[config.mk]
export PLATFORM = sky130hd
export DESIGN_NAME = rev_counter_ctrl
export DESIGN_NICKNAME = d
export VERILOG_FILES = /design/src/rtl/counter_ctrl_pkg.sv /design/src/rtl/rev_counter_ctrl_btn_edge.sv /design/src/rtl/rev_counter_ctrl.sv
export SDC_FILE = /design/constraint.sdc
export NUM_CORES = 1
export LEC_CHECK = 0
export BUFFER_PORTS_ARGS = -buffer_cell sky130_fd_sc_hd__buf_2
export CAP_MARGIN = 5
export CORE_MARGIN = 5
export CORE_UTILIZATION = 38
export DETAILED_ROUTE_END_ITERATION = 12
export PLACE_DENSITY = 0.67
export SLEW_MARGIN = 15
export SYNTH_ARGS = -nofsm -noshare
export SYNTH_HDL_FRONTEND = slang
export SYNTH_SLANG_ARGS = --single-unit
[constraint.sdc]
create_clock -name clk -period 3.4 [get_ports clk]
set_input_delay 0 -clock clk [delete_from_list [all_inputs] [get_ports clk]]
set_output_delay 0 -clock clk [all_outputs]
set_load 0.005 [all_outputs]
[src/rtl/counter_ctrl_pkg.sv]
// Shared definitions for the reversible-counter run-control sequencer.
// State encoding and direction-input meanings.
package counter_ctrl_pkg;

   typedef enum logic [2:0] {
      ST_INIT  = 3'd0,
      ST_IDLE  = 3'd1,
      ST_RUN   = 3'd2,
      ST_PAUSE = 3'd3,
      ST_DONE  = 3'd4
   } state_t;

   localparam logic DIR_UP   = 1'b0;
   localparam logic DIR_DOWN = 1'b1;

endpackage

[src/rtl/rev_counter_ctrl_btn_edge.sv]
// Rising-edge detector for a debounced push-button level.
// The edge pulse is registered, so it is seen one cycle after the button rises.
module btn_edge (
   input  logic clk,
   input  logic rst,
   input  logic btn,
   output logic rise
);

   logic hist_reg;
   logic rise_reg;

   always_ff @(posedge clk) begin
      if (!rst) begin
         hist_reg <= 1'b0;
         rise_reg <= 1'b0;
      end else begin
         hist_reg <= btn;
         rise_reg <= btn & ~hist_reg;
      end
   end

   assign rise = rise_reg;

endmodule

[src/rtl/rev_counter_ctrl.sv]
// Run-control sequencer for the reversible counter: step/load strobes,
// terminal-count stop or wrap, done LED and blinking display blank mask.
module rev_counter_ctrl
   import counter_ctrl_pkg::*;
#(
   parameter int WIDTH       = 16,
   parameter int TICK_DIV    = 1,
   parameter int BLINK_TICKS = 5
) (
   input  logic             clk,
   input  logic             rst,
   input  logic             tick,
   input  logic             btn_start,
   input  logic             btn_clear,
   input  logic             dir,
   input  logic             wrap,
   input  logic [WIDTH-1:0] preset,
   input  logic [WIDTH-1:0] cnt_q,
   output logic             cnt_ce,
   output logic             cnt_up,
   output logic             cnt_ld,
   output logic [WIDTH-1:0] cnt_din,
   output logic             done,
   output logic [3:0]       les
);

   localparam int PW = (TICK_DIV > 1) ? $clog2(TICK_DIV) : 1;
   localparam int BW = (BLINK_TICKS > 1) ? $clog2(BLINK_TICKS) : 1;
   localparam logic [PW-1:0] PRESC_LAST = PW'(TICK_DIV - 1);
   localparam logic [BW-1:0] BLINK_LAST = BW'(BLINK_TICKS - 1);

   // Index 0 = start, index 1 = clear.
   logic [1:0] btn_lvl;
   logic [1:0] btn_rise;
   logic       start_rise;
   logic       clear_rise;

   assign btn_lvl = {btn_clear, btn_start};

   generate
      for (genvar gi = 0; gi < 2; gi++) begin : g_btn
         btn_edge u_btn_edge (
            .clk  (clk),
            .rst  (rst),
            .btn  (btn_lvl[gi]),
            .rise (btn_rise[gi])
         );
      end
   endgenerate

   assign start_rise = btn_rise[0];
   assign clear_rise = btn_rise[1];

   state_t           state_reg, state_next;
   logic             cnt_ce_reg, cnt_ce_next;
   logic             cnt_ld_reg, cnt_ld_next;
   logic             cnt_up_reg, cnt_up_next;
   logic [WIDTH-1:0] cnt_din_reg, cnt_din_next;
   logic             done_reg, done_next;
   logic [3:0]       les_reg, les_next;
   logic [PW-1:0]    presc_reg, presc_next;
   logic [BW-1:0]    blink_cnt_reg, blink_cnt_next;
   logic             blink_reg, blink_next;
   logic [WIDTH-1:0] clear_val;
   logic [WIDTH-1:0] terminal;
   logic             blink_state;

   assign clear_val = (dir == DIR_DOWN) ? preset : '0;
   assign terminal  = cnt_up_reg ? preset : '0;

   always_ff @(posedge clk) begin
      if (!rst) begin
         state_reg     <= ST_INIT;
         cnt_ce_reg    <= 1'b0;
         cnt_ld_reg    <= 1'b0;
         cnt_up_reg    <= 1'b1;
         cnt_din_reg   <= '0;
         done_reg      <= 1'b0;
         les_reg       <= 4'b0000;
         presc_reg     <= '0;
         blink_cnt_reg <= '0;
         blink_reg     <= 1'b0;
      end else begin
         state_reg     <= state_next;
         cnt_ce_reg    <= cnt_ce_next;
         cnt_ld_reg    <= cnt_ld_next;
         cnt_up_reg    <= cnt_up_next;
         cnt_din_reg   <= cnt_din_next;
         done_reg      <= done_next;
         les_reg       <= les_next;
         presc_reg     <= presc_next;
         blink_cnt_reg <= blink_cnt_next;
         blink_reg     <= blink_next;
      end
   end

   always_comb begin
      state_next     = state_reg;
      cnt_ce_next    = 1'b0;
      cnt_ld_next    = 1'b0;
      cnt_up_next    = cnt_up_reg;
      cnt_din_next   = cnt_din_reg;
      presc_next     = presc_reg;
      blink_cnt_next = '0;
      blink_next     = 1'b0;
      blink_state    = 1'b0;

      if (state_reg == ST_INIT) begin
         cnt_ld_next  = 1'b1;
         cnt_din_next = clear_val;
         state_next   = ST_IDLE;
      end else if (clear_rise) begin
         // Clear outranks start and any step due this cycle.
         cnt_ld_next  = 1'b1;
         cnt_din_next = clear_val;
         presc_next   = '0;
         state_next   = ST_IDLE;
      end else begin
         case (state_reg)
            ST_IDLE: begin
               cnt_up_next = (dir == DIR_UP);
               if (start_rise) begin
                  presc_next = '0;
                  state_next = ST_RUN;
               end
            end
            ST_RUN: begin
               if (start_rise) begin
                  state_next = ST_PAUSE;
               end else if (tick) begin
                  if (presc_reg == PRESC_LAST) begin
                     presc_next = '0;
                     // Wrapping relies on natural counter overflow, not on preset.
                     if ((cnt_q != terminal) || wrap) begin
                        cnt_ce_next = 1'b1;
                     end else begin
                        state_next = ST_DONE;
                     end
                  end else begin
                     presc_next = presc_reg + PW'(1);
                  end
               end
            end
            ST_PAUSE: begin
               cnt_up_next = (dir == DIR_UP);
               if (start_rise) begin
                  state_next = ST_RUN;
               end
            end
            ST_DONE: begin
               if (start_rise) begin
                  cnt_ld_next  = 1'b1;
                  cnt_din_next = clear_val;
                  state_next   = ST_IDLE;
               end
            end
            default: begin
               state_next = ST_INIT;
            end
         endcase
      end

      // Blink only runs while staying in PAUSE or DONE; any entry restarts unblanked.
      blink_state = (state_next == ST_PAUSE) || (state_next == ST_DONE);
      if (blink_state && (state_next == state_reg)) begin
         blink_cnt_next = blink_cnt_reg;
         blink_next     = blink_reg;
         if (tick) begin
            if (blink_cnt_reg == BLINK_LAST) begin
               blink_cnt_next = '0;
               blink_next     = ~blink_reg;
            end else begin
               blink_cnt_next = blink_cnt_reg + BW'(1);
            end
         end
      end

      les_next  = {4{blink_next}};
      done_next = (state_next == ST_DONE);
   end

   assign cnt_ce  = cnt_ce_reg;
   assign cnt_ld  = cnt_ld_reg;
   assign cnt_up  = cnt_up_reg;
   assign cnt_din = cnt_din_reg;
   assign done    = done_reg;
   assign les     = les_reg;

endmodule

==> results of run 1 <==
[final timing paths]
kind / cells after the start / end / start / slack [ns]
setup / recovery: 5 / state_reg[2]$_SDFF_PN0_ / cnt_up$_SDFFE_PN1P_ / 1.75
hold / removal: 3 / blink_cnt_reg[0]$_SDFFE_PN0P_ / tick / 0.09
setup reg to reg: 5 / state_reg[2]$_SDFF_PN0_ / cnt_up$_SDFFE_PN1P_ / 1.75
hold reg to reg: 1 / g_btn[0].u_btn_edge.rise$_SDFF_PN0_ / g_btn[0].u_btn_edge.hist_reg$_SDFF_PN0_ / 0.38
[worst reg2reg max path, stage by stage (launching register included)]
cell	delay (ns)
dfxtp_1	0.59
inv_1	0.15
a221o_1	0.28
o22ai_1	0.12
and4_1	0.28
a31o_1	0.17
[cells in the final DEF, fill, tap and decap left out, drive strengths merged, types with 2 or more instances in the layout]
cell,instances
o21ai,4
dfxtp,31
mux2i,2
inv,12
a22oi,2
nand4b,2
nor2b,4
nand2b,2
dlygate4sd3,20
a31o,2
and2,3
buf,62
nand3,6
clkbuf,8
nor2,10
nor3,3
or3,2
ha,2
o22ai,6
a21oi,6
xor2,5
nand2,4
a22o,16
o21a,2
[layout make-up]
class | instances | area share
multi-input cells | 100 | 0.347
clock buffers | 8 | 0.0489
flip-flops and latches | 31 | 0.303
well taps | 48 | 0.0294
repair buffers | 82 | 0.250
inverters | 12 | 0.0220
[power breakdown]
| group | total [uW] | switching [uW] | internal, uW | leakage, uW |
|---|---|---|---|---|
| logic | 126 | 56.8 | 68.9 | 0.000648 |
| clock network | 309 | 125 | 184 | 0.0000515 |
| registers | 394 | 14.1 | 380 | 0.000254 |
[routing by layer]
layer,track usage,vias to the layer above,routed length (um)
met1,0.185,633,1630
met3,0.0477,12,237
met2,0.223,43,1710
met4,0.0731,0,127
li1,-,715,-
met5,0,-,0
[logic make-up (layout without fill, tap and decap cells)]
group           count (synthesis)  in the layout
compound gates                 49             49
xor+xnor                        6              6
fa+ha+maj                       2              2
buf+inv                        22            102
flops                          31             31
mux                             2              2
simple gates                   41             41
[per-stage QoR]
stage                     power [uW]  hold WS (ns)
after detailed placement         508         0.230
final                            828        0.0892
after global routing             874         0.108
after CTS                        838        0.0870
after global placement           508         0.227
after floorplan                  458        0.0889
==> results.yml, run 1 <==
logic_synthesis:
  synth.distinct_cells: 48
  syn_area_um2: 1450
  synthDominantCellAreaShare: 0.429
  synth_most_common_cell: "dfxtp_1"
  ys.flop_type: "dfxtp_1"
  synth_top_family_by_area: "compound AO/OA/AOI/OAI gates"
  synth_commonest_cells: "31 x dfxtp_1, 16 x a22o_1, 11 x inv_1"
  synth_compound_area_frac: 0.257
  yosys.area_share.simple: 0.166
  synth-xor-area-share: 0.0364
  synth_warnings: 0
  synth_area_per_cell_um2: 9.45
  syn_inst: 153
  synthAdderAreaFrac: 0.0173
  syn_nets: 194
  ys_async_sr_fraction: 0
  yosys-mux-area-fraction: 0.0139
  yosys-top-cells-area: "dfxtp_1 43%, a22o_1 9.7%, xor2_1 3.0%"
  synth_seq_cells: 31
  synth_edf_count: 0
  ys_seq_area_frac: 0.429
  synth_top_area_cell: "dfxtp_1"
sta:
  slew_headroom: 0.553
  period_needed_ns: 1.65
  rsz0062_at_grt: "no"
  setup_ws_ns: 1.75
  setup_tns_ns: 0
  finalCritPeriodShare: 0.487
  tightest_slew_ns: 0.669
  final-setup-viol-count: 0
  fmax_mhz: 604
  slew_violations: 0
  finalClockSkew_ns: 0.00503
  final_hold_viol_count: 0
floorplan:
  die_y_um: 71.7
  num_rows: 22
  ios: 63
  fp.dieArea_um2: 5140
  die_x_um: 71.7
  core-area_um2: 3660
  start_util: 0.395
clock_tree:
  hold_buffers: 20
  h-tree-depth: 2
  clkSinkCount: 31
  cts_root_buf: "clkbuf_8"
  post_cts_buffers: 0
  clk_latency_ns: 0.27
  cts_tree: "yes"
  cts_made_buffers: 5
  post_cts_resized: 0
  clk_pin_slew_worst_paths_ns: 0.06
  clockBufferDepth: 2
setup_path:
  cp.arrival_ns: 1.87
  end_kind: "register"
  slowest_delay_ns: 0.59
  cp.required_ns: 3.61
  path_delay_family: "flip-flops"
  start_kind: "register"
  cp_cell_sequence: "inv_1 -> a221o_1 -> o22ai_1 -> and4_1 -> a31o_1"
  crit_path_top_delay_cell: "dfxtp_1"
  crit_fanout: 13
  cp.buffers_inverters: 1
  critPathKind: "reg -> reg"
global_routing:
  grt_pass1_vias: 1280
  grt_overflow_total: 0
  antenna_found_initial: 0
  grt_use_total: 0.147
  grt_first_pass_wirelength_um: 5920
  grt_max_degree: 17
drt:
  drt_pass1_iterations: 4
  route.detailed.drc: 0
  via_per_inst: 4.99
  wirelength_um: 3710
  wl_per_cell_um: 13.2
  drt_iter0_markers: 48
  postRouteAntennaNets: 0
  via_count: 1403
placement:
  post-place-ws_ns: 1.76
  placed_area_um2: 1750
  gp_congestion: 0.829
  hpwlAfterDp_um: 2630
  port_buffers: 62
  dp.cells: 253
cells_and_area:
  nets: 273
  final_util: 0.559
  regArea_um2: 621
  fin_area_um2: 2050
  instances_no_fill: 281
  nFillCells: 344
  largest_reg_flops: 16
  drive_gt1_frac: 0.322
  area_growth_pct: 41.6
  multi_input_area_um2: 709
  diodes: 0
run_status:
  outcome: "finished clean"
power:
  leakage_uw: 0.000953
  powerDensity_nw_per_um2: 405
  vdd.ir_drop.worst_v: 0.000208
hold_path:
  hold_path.class: "in -> reg"
run:
  drv_cap: 0
(Power assumes the default switching activity.)
==> run 2, diff against run 1 <==
- PLACE_DENSITY: 0.67 -> 0.7
- clock period: 3.4 -> 1.45 ns (I/O delays scaled with it)
==> run 2 against run 1 <==
Net effect: final cell count up 1.1%; clock power rose to 2.8 times the previous value; die area unchanged; maximum frequency up 22%; worst hold slack worse by 0.0067 ns; largest power group unchanged; global-route usage up 1.5 points; clock skew up 0.0013 ns; critical endpoint is now state_reg[1]$_SDFF_PN0_; largest cell class unchanged; combinational power rose to 2.6 times the previous value; sequential share of layout area down 1.0 points.
==> results.yml, run 2 (synthesis gave the netlist of run 1 again) <==
sta:
  finalClockSkew_ns: 0.00635
  slew_headroom: 0.721
  setup_ws_ns: 0.0962
  rsz0062_at_grt: "no"
  final-setup-viol-count: 0
  period_needed_ns: 1.35
  slew_violations: 0
  setup_tns_ns: 0
  tightest_slew_ns: 0.412
  fmax_mhz: 739
  final_hold_viol_count: 0
  finalCritPeriodShare: 0.934
cells_and_area:
  nFillCells: 342
  largest_reg_flops: 16
  nets: 276
  multi_input_area_um2: 738
  regArea_um2: 624
  mostFrequentLayoutCell: "buf_2"
  diodes: 0
  area_growth_pct: 47.4
  final_cell_mix: "60 x buf_2, 30 x dfxtp_1, 19 x dlygate4sd3_1"
  drive_gt1_frac: 0.356
global_routing:
  grt_util_met2: 0.281
  grt_use_total: 0.162
  met1_usage: 0.182
  met3_usage: 0.0421
  grt.busiest_layer: "met2"
  antenna_found_initial: 0
  grt_max_degree: 17
  grt_pass1_vias: 1522
  grt_first_pass_wirelength_um: 6580
  grt_overflow_total: 0
drt:
  route.detailed.drc: 0
  drt_iter0_markers: 70
  postRouteAntennaNets: 0
  wl_per_cell_um: 13.6
  via_per_inst: 5.11
  drt_pass1_iterations: 4
  via_count: 1452
  wirelength_um: 3850
setup_path:
  critPathKind: "reg -> reg"
  end_kind: "register"
  start_kind: "register"
  crit_fanout: 4
  ff2ff_setup_slack_ns: 0.1
  cp.required_ns: 1.61
  cp.arrival_ns: 1.51
run:
  drv_cap: 0
clock_tree:
  clkSinkCount: 31
  clk_latency_ns: 0.29
  cts_tree: "yes"
  cts_made_buffers: 5
  clockBufferDepth: 2
  clk_pin_slew_worst_paths_ns: 0.07
  post_cts_buffers: 0
  h-tree-depth: 2
  cts_root_buf: "clkbuf_8"
floorplan:
  core-area_um2: 3660
  die_x_um: 71.7
  fp.dieArea_um2: 5140
  ios: 63
  start_util: 0.395
  num_rows: 22
  die_y_um: 71.7
run_status:
  outcome: "finished clean"
placement:
  hpwlAfterDp_um: 2770
  gp_congestion: 0.817
  port_buffers: 62
  post-place-ws_ns: 0.00578
hold_path:
  hold_path.class: "in -> reg"
power:
  leakage_uw: 0.000995
  vdd.ir_drop.worst_v: 0.000664
  powerDensity_nw_per_um2: 993
-- run 2: changes by cell type in the layout (fill, tap and decap cells not counted), sizes merged --
cell	previous run	this run
buf	62	65
bufinv	0	1
clkbuf	8	6
dlymetal6s4s	0	1
clkinv	0	1
dlygate4sd3	20	19
-- run 2: final timing paths --
kind	from	to	cells after the start
worst min register to register	g_btn[0].u_btn_edge.hist_reg$_SDFF_PN0_	g_btn[0].u_btn_edge.rise$_SDFF_PN0_	1
worst min-delay path	tick	blink_cnt_reg[1]$_SDFFE_PN0P_	3
worst max-delay path	cnt_up$_SDFFE_PN1P_	state_reg[1]$_SDFF_PN0_	6
worst max register to register	cnt_up$_SDFFE_PN1P_	state_reg[1]$_SDFF_PN0_	6
-- run 2: repair_timing --
action | CTS | global route
setup endpoints to repair | 4 | 23
pin swaps | 1 | 4
gates resized for setup | 1 | 11
hold buffers | 20 | 0
hold endpoints to repair | 20 | 0
-- run 2: critical path: stages, from the launching register on --
cell     delay, ns
dfxtp_4       0.37
buf_4         0.12
nand2_1       0.06
xnor2_1       0.13
nor3_1        0.20
and4_4        0.27
a31oi_1       0.08
-- run 2: metal layers --
metal / vias up / routed length [um]
li1: 724 / -
met1: 658 / 1650
met2: 61 / 1830
met3: 9 / 282
met5: - / 0
met4: 0 / 93
-- run 2: area by class of cell --
class | count | share of cell area
clock inverter | 2 | 0.0165
tap | 48 | 0.0282
sequential | 31 | 0.293
multi-input combinational | 100 | 0.347
clock buffer | 6 | 0.0388
timing repair buffer | 85 | 0.256
inverter | 12 | 0.0212
-- run 2: power breakdown --
| group | leakage (uW) | switching (uW) | internal (uW) | total [uW] |
|---|---|---|---|---|
| Sequential | 0.000254 | 23.0 | 890 | 913 |
| Combinational | 0.000680 | 154 | 175 | 329 |
| Clock | 0.0000612 | 318 | 555 | 874 |
-- run 2: through the flow --
stage	power, uW	instances	utilization	hold WS (ns)	cell area [um^2]
4_1_cts	2130	286	0.574	0.0787	2100
3_5_place_dp	1200	258	0.487	0.232	1780
3_3_place_gp	1200	258	0.487	0.228	1780
6_report	2110	284	0.582	0.0825	2130
5_1_grt	2200	284	0.582	0.123	2130
2_1_floorplan	1070	153	-	0.0889	1450
==> run 3, diff against run 2 <==
- CORE_MARGIN: 5 -> not set
- PLACE_DENSITY: 0.7 -> 0.67
- clock period: 1.45 -> 1.4 ns (I/O delays scaled with it)
==> run 3 against run 2 <==
Net effect: the run now ends with setup timing left; via count is 0.48% higher; first-iteration DRC count is 39% higher; clock power shrank 13%; clock-buffer cell count up 2; sequential share of layout area decreased by 0.13 points; clock skew fell by 0.0034 ns; register-to-register slack worse by 0.19 ns; routed wire length fell by 3.7%; final cell count rose by 1.8%; critical path type unchanged; critical endpoint is now state_reg[2]$_SDFF_PN0_; largest power group unchanged; highest routed layer unchanged.
==> results.yml, run 3 (synthesis gave the netlist of run 1 again) <==
run_status:
  outcome: "finished, violations left"
  failed_checks: "setup timing"
cells_and_area:
  nFillCells: 331
  diodes: 0
  nets: 281
  largest_reg_flops: 16
  area_growth_pct: 48.3
  final_cell_mix: "61 x buf_2, 29 x dfxtp_1, 20 x dlygate4sd3_1"
  mostFrequentLayoutCell: "buf_2"
  final_util: 0.585
  drive_gt1_frac: 0.369
  instances_no_fill: 289
clock_tree:
  clk_pin_slew_worst_paths_ns: 0.06
  h-tree-depth: 2
  clk_latency_ns: 0.28
  cts_made_buffers: 5
  clkSinkCount: 31
  cts_root_buf: "clkbuf_8"
  clockBufferDepth: 2
  cts_tree: "yes"
power:
  pwr-share-clk: 0.369
  leakage_uw: 0.00100
  total_power_uw: 2060
  power_frac_seq: 0.460
  powerDensity_nw_per_um2: 963
  netSwitchingFraction: 0.243
  p_sw_uw: 501
  vdd.ir_drop.worst_v: 0.000537
  combPwrFrac: 0.171
  p_int_uw: 1560
setup_path:
  ff2ff_setup_slack_ns: -0.09
  end_kind: "register"
  crit_fanout: 7
  cp.required_ns: 1.62
  start_kind: "register"
  r2r-start: "cnt_up$_SDFFE_PN1P_"
  r2r-end: "state_reg[2]$_SDFF_PN0_"
  critPathKind: "reg -> reg"
  r2r_cells: 6
  cp.arrival_ns: 1.71
global_routing:
  grt_use_total: 0.191
  grt.busiest_layer: "met2"
  grt_pass1_vias: 1399
  grt_overflow_total: 0
  grt_util_met2: 0.314
  met3_usage: 0.0525
  grt_max_degree: 17
  grt_first_pass_wirelength_um: 5910
  met1_usage: 0.223
  antenna_found_initial: 0
sta:
  finalClockSkew_ns: 0.00295
  final_hold_viol_count: 0
  final-setup-viol-count: 4
  slew_violations: 0
  tightest_slew_ns: 0.420
  rsz0062_at_grt: "yes"
  setup_ws_ns: -0.0947
  slew_headroom: 0.716
  period_needed_ns: 1.49
  fmax_mhz: 669
  finalCritPeriodShare: 1.07
floorplan:
  die_y_um: 63.7
  start_util: 0.395
  fp.dieArea_um2: 4050
  die_x_um: 63.7
  ios: 63
  num_rows: 22
  core-area_um2: 3660
drt:
  route.detailed.drc: 0
  drt_pass1_iterations: 4
  wl_per_cell_um: 12.8
  drt_iter0_markers: 97
  postRouteAntennaNets: 0
  via_per_inst: 5.05
  via_count: 1459
  wirelength_um: 3710
run:
  drv_cap: 0
placement:
  port_buffers: 62
  hpwlAfterDp_um: 2510
  dp.cells: 260
  gp_congestion: 0.809
hold_path:
  min_path_cells: 3
  hold_path.class: "in -> reg"
  worst_hold_startpoint: "tick"
  whs_endpoint: "blink_cnt_reg[0]$_SDFFE_PN0P_"
==> run 3: changes by cell type in the layout (fill, tap and decap cells not counted), sizes merged <==
cell	previous run	this run
dlygate4sd3	19	20
clkinv	1	0
buf	65	70
clkbuf	6	8
bufinv	1	0
dlymetal6s4s	1	0
==> run 3: metrics by stage <==
stage	cell area [um^2]	hold WS, ns	setup TNS, ns	worst slack, ns
2_1_floorplan	1450	0.0889	0	0.0253
3_3_place_gp	1800	0.229	-0.308	-0.0820
3_5_place_dp	1800	0.234	-0.283	-0.0879
4_1_cts	2110	0.0789	-0.000884	-0.000884
5_1_grt	2140	0.0914	-0.795	-0.151
6_report	2140	0.0777	-0.326	-0.0947
==> run 3: worst max-delay path, stage by stage, from the launching register on <==
cell      delay (ns)
dfxtp_4         0.39
buf_6           0.10
nand4b_1        0.13
o22ai_2         0.23
a21oi_2         0.06
a211oi_2        0.33
a31o_1          0.20
==> run 3: how the worst max path moves through the flow <==
stage                                           to  cells past startpoint  slack, ns                     from
after floorplan           cnt_din[10]$_SDFFE_PN0P_                      7       0.03  state_reg[2]$_SDFF_PN0_
final                      state_reg[2]$_SDFF_PN0_                      6      -0.09      cnt_up$_SDFFE_PN1P_
after detailed placement   state_reg[1]$_SDFF_PN0_                      5      -0.09      cnt_up$_SDFFE_PN1P_
after global routing       state_reg[1]$_SDFF_PN0_                      6      -0.15      cnt_up$_SDFFE_PN1P_
after CTS                  state_reg[2]$_SDFF_PN0_                      6    -0.0009      cnt_up$_SDFFE_PN1P_
after global placement     state_reg[1]$_SDFF_PN0_                      5      -0.08      cnt_up$_SDFFE_PN1P_
==> run 3: area by class of cell <==
type,instances,area [um^2],share of cell area
Tap cell,48,60.1,0.0280
Sequential cell,31,626,0.292
Timing Repair Buffer,90,577,0.269
Inverter,12,45.0,0.0210
Clock buffer,8,100,0.0467
Multi-Input combinational cell,100,736,0.343
==> run 3: timing repair <==
action / CTS / global route
endpoints found under the hold margin: 20 / 0
buffers inserted: 0 / 2
pin swaps: 0 / 8
endpoints found under the setup margin: 20 / 24
resized for setup: 3 / 6
hold buffers: 20 / 0
==> run 3: layer usage <==
metal,vias to the layer above,wire [um]
met1,665,1660
met4,0,89
li1,732,-
met2,51,1790
met3,11,168
met5,-,0
==> run 3: power by group through the flow <==
| stage | clock network (uW) | logic (uW) | registers (uW) |
|---|---|---|---|
| after floorplan | 0 | 149 | 964 |
| after global placement | 0 | 285 | 966 |
| after detailed placement | 0 | 286 | 965 |
| after CTS | 779 | 333 | 947 |
| after global routing | 812 | 388 | 952 |
| final | 762 | 354 | 948 |
